File: src/rtl/bus_uart_tx_if.sv
// CPU bus slice seen by bus_uart_tx: chip select, strobes, word address and data.
interface bus_uart_tx_if;
  logic        cs;
  logic [1:0]  address;
  logic        read;
  logic        write;
  logic [31:0] data_in;
  logic [3:0]  data_strobes;
  logic [31:0] data_out;

  modport master (output cs, address, read, write, data_in, data_strobes, input data_out);
  modport slave  (input cs, address, read, write, data_in, data_strobes, output data_out);
endinterface

File: src/rtl/bus_uart_tx.sv
// Memory-mapped 8N1 UART transmitter with TX FIFO, status and baud-divisor registers.
// Optional macro BUS_UART_TX_IRQ_EN adds the irq output and the R/W STATUS[4] irq enable.
module bus_uart_tx #(
  parameter int unsigned  FIFO_DEPTH      = 16,
  parameter logic [15:0]  DEFAULT_DIVISOR = 16'd433
) (
  input  logic           clock,
  input  logic           reset,
  bus_uart_tx_if.slave   bus,
  output logic           tx
`ifdef BUS_UART_TX_IRQ_EN
  ,
  output logic           irq
`endif
);

  localparam int unsigned   AW         = $clog2(FIFO_DEPTH);
  localparam logic [AW:0]   FULL_COUNT = (AW+1)'(FIFO_DEPTH);

  typedef enum logic [1:0] {S_IDLE, S_START, S_DATA, S_STOP} state_t;

  state_t        state;
  logic [7:0]    mem [FIFO_DEPTH];
  logic [AW-1:0] wr_ptr;
  logic [AW-1:0] rd_ptr;
  logic [AW:0]   count;
  logic [15:0]   divisor;
  logic [15:0]   bit_cnt;
  logic [2:0]    bit_idx;
  logic [7:0]    shifter;
  logic          overflow;
  logic          irq_en;

  logic          wr_en, rd_en, push_req, push, pop;
  logic          empty, full, busy, bit_end;
  logic [31:0]   read_word;
  logic          unused_bits;

  assign unused_bits = ^{bus.data_in[31:16], bus.data_strobes[3:2]};

  always_comb begin
    wr_en    = bus.cs & bus.write;
    rd_en    = bus.cs & bus.read;
    push_req = wr_en & (bus.address == 2'd0) & bus.data_strobes[0];
    empty    = (count == '0);
    full     = (count == FULL_COUNT);
    push     = push_req & ~full;
    busy     = (state != S_IDLE);
    bit_end  = (bit_cnt == '0);
    // A new byte is taken either from idle or straight out of the stop bit.
    pop      = ~empty & ((state == S_IDLE) | ((state == S_STOP) & bit_end));
  end

  always_comb begin
    read_word = '0;
    case (bus.address)
      2'd1:    read_word = {27'b0, irq_en, overflow, busy, full, empty};
      2'd2:    read_word = {16'b0, divisor};
      default: read_word = '0;
    endcase
  end

  always_ff @(posedge clock) begin
    if (push) mem[wr_ptr] <= bus.data_in[7:0];
  end

  always_ff @(posedge clock or negedge reset) begin
    if (!reset) begin
      wr_ptr <= '0;
      rd_ptr <= '0;
      count  <= '0;
    end else begin
      if (push) wr_ptr <= wr_ptr + 1'b1;
      if (pop)  rd_ptr <= rd_ptr + 1'b1;
      case ({push, pop})
        2'b10:   count <= count + 1'b1;
        2'b01:   count <= count - 1'b1;
        default: count <= count;
      endcase
    end
  end

  always_ff @(posedge clock or negedge reset) begin
    if (!reset) begin
      bus.data_out <= '0;
      divisor      <= DEFAULT_DIVISOR;
      overflow     <= 1'b0;
    end else begin
      bus.data_out <= rd_en ? read_word : '0;
      if (wr_en && bus.address == 2'd2) begin
        if (bus.data_strobes[0]) divisor[7:0]  <= bus.data_in[7:0];
        if (bus.data_strobes[1]) divisor[15:8] <= bus.data_in[15:8];
      end
      if (push_req && full)
        overflow <= 1'b1;
      else if (wr_en && bus.address == 2'd1 && bus.data_strobes[0] && bus.data_in[3])
        overflow <= 1'b0;
    end
  end

`ifdef BUS_UART_TX_IRQ_EN
  always_ff @(posedge clock or negedge reset) begin
    if (!reset) begin
      irq_en <= 1'b0;
      irq    <= 1'b0;
    end else begin
      if (wr_en && bus.address == 2'd1 && bus.data_strobes[0]) irq_en <= bus.data_in[4];
      irq <= irq_en & empty & ~busy;
    end
  end
`else
  assign irq_en = 1'b0;
`endif

  // tx is registered: each branch drives the level of the bit being entered.
  always_ff @(posedge clock or negedge reset) begin
    if (!reset) begin
      state   <= S_IDLE;
      tx      <= 1'b1;
      bit_cnt <= '0;
      bit_idx <= '0;
      shifter <= '0;
    end else begin
      case (state)
        S_IDLE: begin
          tx <= 1'b1;
          if (!empty) begin
            shifter <= mem[rd_ptr];
            bit_cnt <= divisor;
            tx      <= 1'b0;
            state   <= S_START;
          end
        end
        S_START: begin
          if (bit_end) begin
            bit_cnt <= divisor;
            bit_idx <= '0;
            tx      <= shifter[0];
            state   <= S_DATA;
          end else begin
            bit_cnt <= bit_cnt - 16'd1;
          end
        end
        S_DATA: begin
          if (bit_end) begin
            bit_cnt <= divisor;
            if (bit_idx == 3'd7) begin
              tx    <= 1'b1;
              state <= S_STOP;
            end else begin
              bit_idx <= bit_idx + 3'd1;
              tx      <= shifter[1];
              shifter <= {1'b0, shifter[7:1]};
            end
          end else begin
            bit_cnt <= bit_cnt - 16'd1;
          end
        end
        S_STOP: begin
          if (bit_end) begin
            if (!empty) begin
              shifter <= mem[rd_ptr];
              bit_cnt <= divisor;
              tx      <= 1'b0;
              state   <= S_START;
            end else begin
              tx    <= 1'b1;
              state <= S_IDLE;
            end
          end else begin
            bit_cnt <= bit_cnt - 16'd1;
          end
        end
        default: begin
          tx    <= 1'b1;
          state <= S_IDLE;
        end
      endcase
    end
  end

endmodule
File: src/flat_wrapper.sv
// flat-port wrapper written by rule: the top's interface ports become plain ports
module bus_uart_tx_flat 
#(
  parameter int unsigned  FIFO_DEPTH      = 16,
  parameter logic [15:0]  DEFAULT_DIVISOR = 16'd433
)
  (clock, reset, tx, bus_cs, bus_address, bus_read, bus_write, bus_data_in, bus_data_strobes, bus_data_out);
  bus_uart_tx_if bus_i ();
  input  logic clock;
  input  logic reset;
  output logic tx;
  input wire logic [$bits(bus_i.cs)-1:0] bus_cs;
  input wire logic [$bits(bus_i.address)-1:0] bus_address;
  input wire logic [$bits(bus_i.read)-1:0] bus_read;
  input wire logic [$bits(bus_i.write)-1:0] bus_write;
  input wire logic [$bits(bus_i.data_in)-1:0] bus_data_in;
  input wire logic [$bits(bus_i.data_strobes)-1:0] bus_data_strobes;
  output wire logic [$bits(bus_i.data_out)-1:0] bus_data_out;
  assign bus_i.cs = bus_cs;
  assign bus_i.address = bus_address;
  assign bus_i.read = bus_read;
  assign bus_i.write = bus_write;
  assign bus_i.data_in = bus_data_in;
  assign bus_i.data_strobes = bus_data_strobes;
  assign bus_data_out = bus_i.data_out;
  bus_uart_tx #(.FIFO_DEPTH(FIFO_DEPTH), .DEFAULT_DIVISOR(DEFAULT_DIVISOR)) u_core (.clock(clock), .reset(reset), .bus(bus_i), .tx(tx));
endmodule
File: config.mk
export PLATFORM = sky130hd
export DESIGN_NAME = bus_uart_tx_flat
export DESIGN_NICKNAME = d
export VERILOG_FILES = /design/src/rtl/bus_uart_tx_if.sv /design/src/rtl/bus_uart_tx.sv /design/src/flat_wrapper.sv
export SDC_FILE = /design/constraint.sdc
export NUM_CORES = 1
export LEC_CHECK = 0
export CAP_MARGIN = 10
export CORE_ASPECT_RATIO = 0.9
export CORE_MARGIN = 4
export CORE_UTILIZATION = 30
export CTS_CLUSTER_SIZE = 16
export DETAILED_ROUTE_END_ITERATION = 10
export PLACE_DENSITY = 0.51
export SYNTH_ARGS = -nofsm -noshare
export SYNTH_HDL_FRONTEND = slang
export SYNTH_SLANG_ARGS = --single-unit
File: constraint.sdc
create_clock -name clock -period 3.6 [get_ports clock]
set_clock_uncertainty 0.15 [all_clocks]
set_input_delay 0.72 -clock clock [delete_from_list [all_inputs] [get_ports clock]]
set_output_delay 0.72 -clock clock [all_outputs]
set_load 0.01 [all_outputs]
==> run metrics <==
status=completed; Worst EP arrival=3.53 ns; vias in the first global route=between 5000 and 6000; Yosys warnings=0; launch point of the worst reg-to-reg path=u_core.bit_cnt[0]; Seq/Total Area, Yosys=a little over three fifths; Clock Tree Root=clkbuf_16; Initial Util=a little under a third; period utilization=between 90% and 100%; Main synth FF type=edfxtp_1; crit-path max FO=5; P_leak=a little over 4 nW; wire per inst=about 18 um; Nets=~800; crit end category=flop; Die Y=~170 um; n_diodes=0; initial antenna violation count=1; Detail Route Antenna Nets=0; Gate Count Post-Synth=652; VDD IR-drop max=a little under 300 uV; flop2flop setup slack=approximately 0.3 ns; max cap viols=0; dpl cells=between 1000 and 1500; TritonCTS Buffers=24; Non-Filler Instances=1140; largest net degree at the start of global routing=77; Clock Tree Buf Depth=3; Pre-antenna DRT Iters=5; minimum clock period=3.29 ns; HP Class=primary input to asynchronous set/reset pin; Slew Limit Fails=0; CTS clk-pin slew, worst paths=0.06 ns; RSZ-0062 raised after global routing=no; die area=33500 um2; Sink Count=between 200 and 250; Die Span X=between 150 and 200 um; number of synthesized flops with an enable pin=128; PD cells=just under 800 nW/um2; Post-Route WL=roughly 21 mm; Row Count=60; dpl hpwl=around 14 mm; first-pass GRT wire length=33.3 mm; total grt overflow=0; Top delay family on crit path=adder cells; Slew @ Worst Pin=between 1 and 1.5 ns; mapped cell area=9200 um2; crit-path cells=inv_1 -> ha_1 -> nor2b_1 -> and4_1 -> a31oi_1 -> buf_4 -> nor2_2 -> ha_2 -> fa_1 -> a21o_1 -> a21oi_1 -> xor2_1 -> nor2_1 -> xor2_1; postcts setup bufs=0; Top-Level Pins=between 70 and 80; # port buffers=41; Fin. Hold Viols=0; endpoint of the worst-slack reg-to-reg timing path=u_core.count[4]; Worst-Skew Late Latency=0.51 ns; #FFs+latches synth=just over 200; drt drc=0; RePlAce Congestion=0.821; GRT Total Usage=approximately 13%; FF-to-FF path depth=14; Rel. slew slack=roughly a third; Post-CTS Hold Buffers=0; Post-synth ARST share=37.3%; core area=about 30000 um2; Vias=between 5000 and 6000; Crit-path slowest cell=fa_1; CP required=3.83 ns; CP most frequent cell=xor2_1; type of origin of the critical path=flop; drt initial violations=~350; WP buf/inv=2; CTS tree=yes; CP max stage delay=0.47 ns; Unique masters post-synth=64; Layout area overhead=18.8%; via/cell ratio=4.87; Setup CP Type=flop to flop; endpoints failing setup=0; final core occ=around 36%; Max Fclk=~0.30 GHz; Final TNS setup=0 ns; CTS H-tree lvls=1; average cell area after synthesis=around 14 um2; layout cells sized above 1=a little under a fifth
## worst max path at each step
stage                 startpoint               to  depth (start not counted)
2_1_floorplan     bus_address[0]  u_core.count[4]                         12
3_3_place_gp              bus_cs  u_core.count[4]                         12
3_5_place_dp              bus_cs  u_core.count[4]                         12
4_1_cts        u_core.bit_cnt[0]  u_core.count[4]                         15
5_1_grt        u_core.bit_cnt[0]  u_core.count[4]                         15
6_report       u_core.bit_cnt[0]  u_core.count[4]                         14
## routing by layer
layer	GRT usage, %	routed length, um	up-vias
li1	-	-	2575
met1	17.7	9790	2856
met2	20.5	10100	89
met3	2.01	759	28
met4	2.53	295	2
met5	0	13	-
## synthesized netlist by cell type, types with 4 or more instances
library cell	count	area, um2
xor2_1	10	87.6
a221o_1	8	80.1
and2_1	18	113
mux2_2	21	236
a211o_1	4	35.0
dfstp_2	6	158
nand2_1	28	105
a31oi_1	4	25.0
mux4_2	20	450
o221ai_1	5	43.8
buf_4	16	120
nand4_1	7	43.8
inv_1	21	78.8
buf_1	4	15.0
buf_2	8	40.0
o22ai_1	5	31.3
edfxtp_1	128	3840
nor4_1	6	37.5
nand3_1	5	25.0
a32oi_1	4	35.0
a211oi_1	16	120
xnor2_1	10	87.6
nand2b_1	6	37.5
ha_1	20	250
nor3_1	15	75.1
or3_1	4	25.0
a21oi_1	18	90.1
or4_1	4	30.0
clkbuf_1	21	78.8
mux2_4	6	90.1
o21ai_0	12	60.1
nor2_1	30	113
nor2b_1	18	113
mux2i_1	28	280
a2111oi_0	6	52.6
dfrtp_1	70	1750
## report_power, final
part           switching, mW  internal (mW)  total (mW)  leakage [nW]
clock                  0.897           1.38        2.27         0.373
combinational           1.64           1.49        3.13          1.65
sequential             0.415           2.79        3.21          2.11
total                   2.95           5.66        8.61          4.13
## worst reg2reg max path: stages, from the launching register on
cell     delay [ns]
dfrtp_1        0.41
inv_1          0.09
ha_1           0.24
nor2b_1        0.16
and4_1         0.23
a31oi_1        0.22
buf_4          0.17
nor2_2         0.05
ha_2           0.21
fa_1           0.47
a21o_1         0.20
a21oi_1        0.19
xor2_1         0.18
nor2_1         0.07
xor2_1         0.13
## layout make-up
type / count / area [um2]
timing repair buffer: 78 / 686
sequential: 204 / 5750
clock buffer: 33 / 676
multi-input combinational: 392 / 3160
fill: 2909 / 19100
clock inverter: 9 / 70.1
inverter: 21 / 78.8
tap: 403 / 504
## cell usage in the layout, fill, tap and decap left out, types with 5 or more instances in the layout
cell	Yosys	layout
mux2_4	6	6
ha_1	20	19
clkinv_2	0	6
conb_1	1	16
a211oi_1	16	16
nor3_1	15	15
a221o_1	8	8
mux4_2	20	20
nand3_1	5	5
clkdlybuf4s50_1	0	40
a21oi_1	18	18
nand4_1	7	7
mux2i_1	28	28
nor2_1	30	29
o21ai_0	12	12
mux2_2	21	21
nand2b_1	6	6
nor2b_1	18	18
dfstp_2	6	6
a2111oi_0	6	6
nand2_1	28	28
clkbuf_1	21	6
o221ai_1	5	5
dfrtp_1	70	69
xnor2_1	10	10
edfxtp_1	128	128
clkbuf_16	0	25
nor4_1	6	6
and2_1	18	18
xor2_1	10	10
inv_1	21	21
buf_4	16	38
o22ai_1	5	5
## cell families (layout without fill, tap and decap cells)
logic type | count (synthesis) | in the layout | share of synthesized area [%]
other cells | 1 | 16 | 0.0408
xor+xnor | 20 | 20 | 1.90
compound gates | 105 | 105 | 8.26
fa+ha+maj | 21 | 21 | 2.94
simple gates | 155 | 155 | 9.10
flops | 204 | 204 | 62.5
mux | 75 | 75 | 11.5
buf+inv | 71 | 141 | 3.74
## sequential cells by signal, indices dropped and copies added (netlist names)
name and flops:
u_core.tx 1, u_core.shifter 8, u_core.divisor 16, u_core.mem 128
u_core.bus.data_out 16, u_core.overflow 1, u_core.count 5, u_core.bit_idx 3
u_core.bit_cnt 16, u_core.state 2, u_core.rd_ptr 4, u_core.wr_ptr 4
## per-stage QoR
stage               hold WS (ns)  total power [mW]  setup slack, ns  cell area [um2]
finish                     0.226              8.61            0.308            10900
global route               0.322              9.14           0.0570            10900
CTS                        0.282              8.68            0.218            10900
detailed placement         0.324              6.37           0.0733            10200
global placement           0.315              6.28            0.143            10200
floorplan                  0.274              5.45            0.381             9260
## timing repair
| action | 4_1_cts | 5_1_grt |
|---|---|---|
| endpoints found under the setup margin | 0 | 1 |
| resized for setup | 0 | 2 |
| endpoints found under the hold margin | 0 | 0 |
Note: power is estimated with default switching activity, not from simulation.
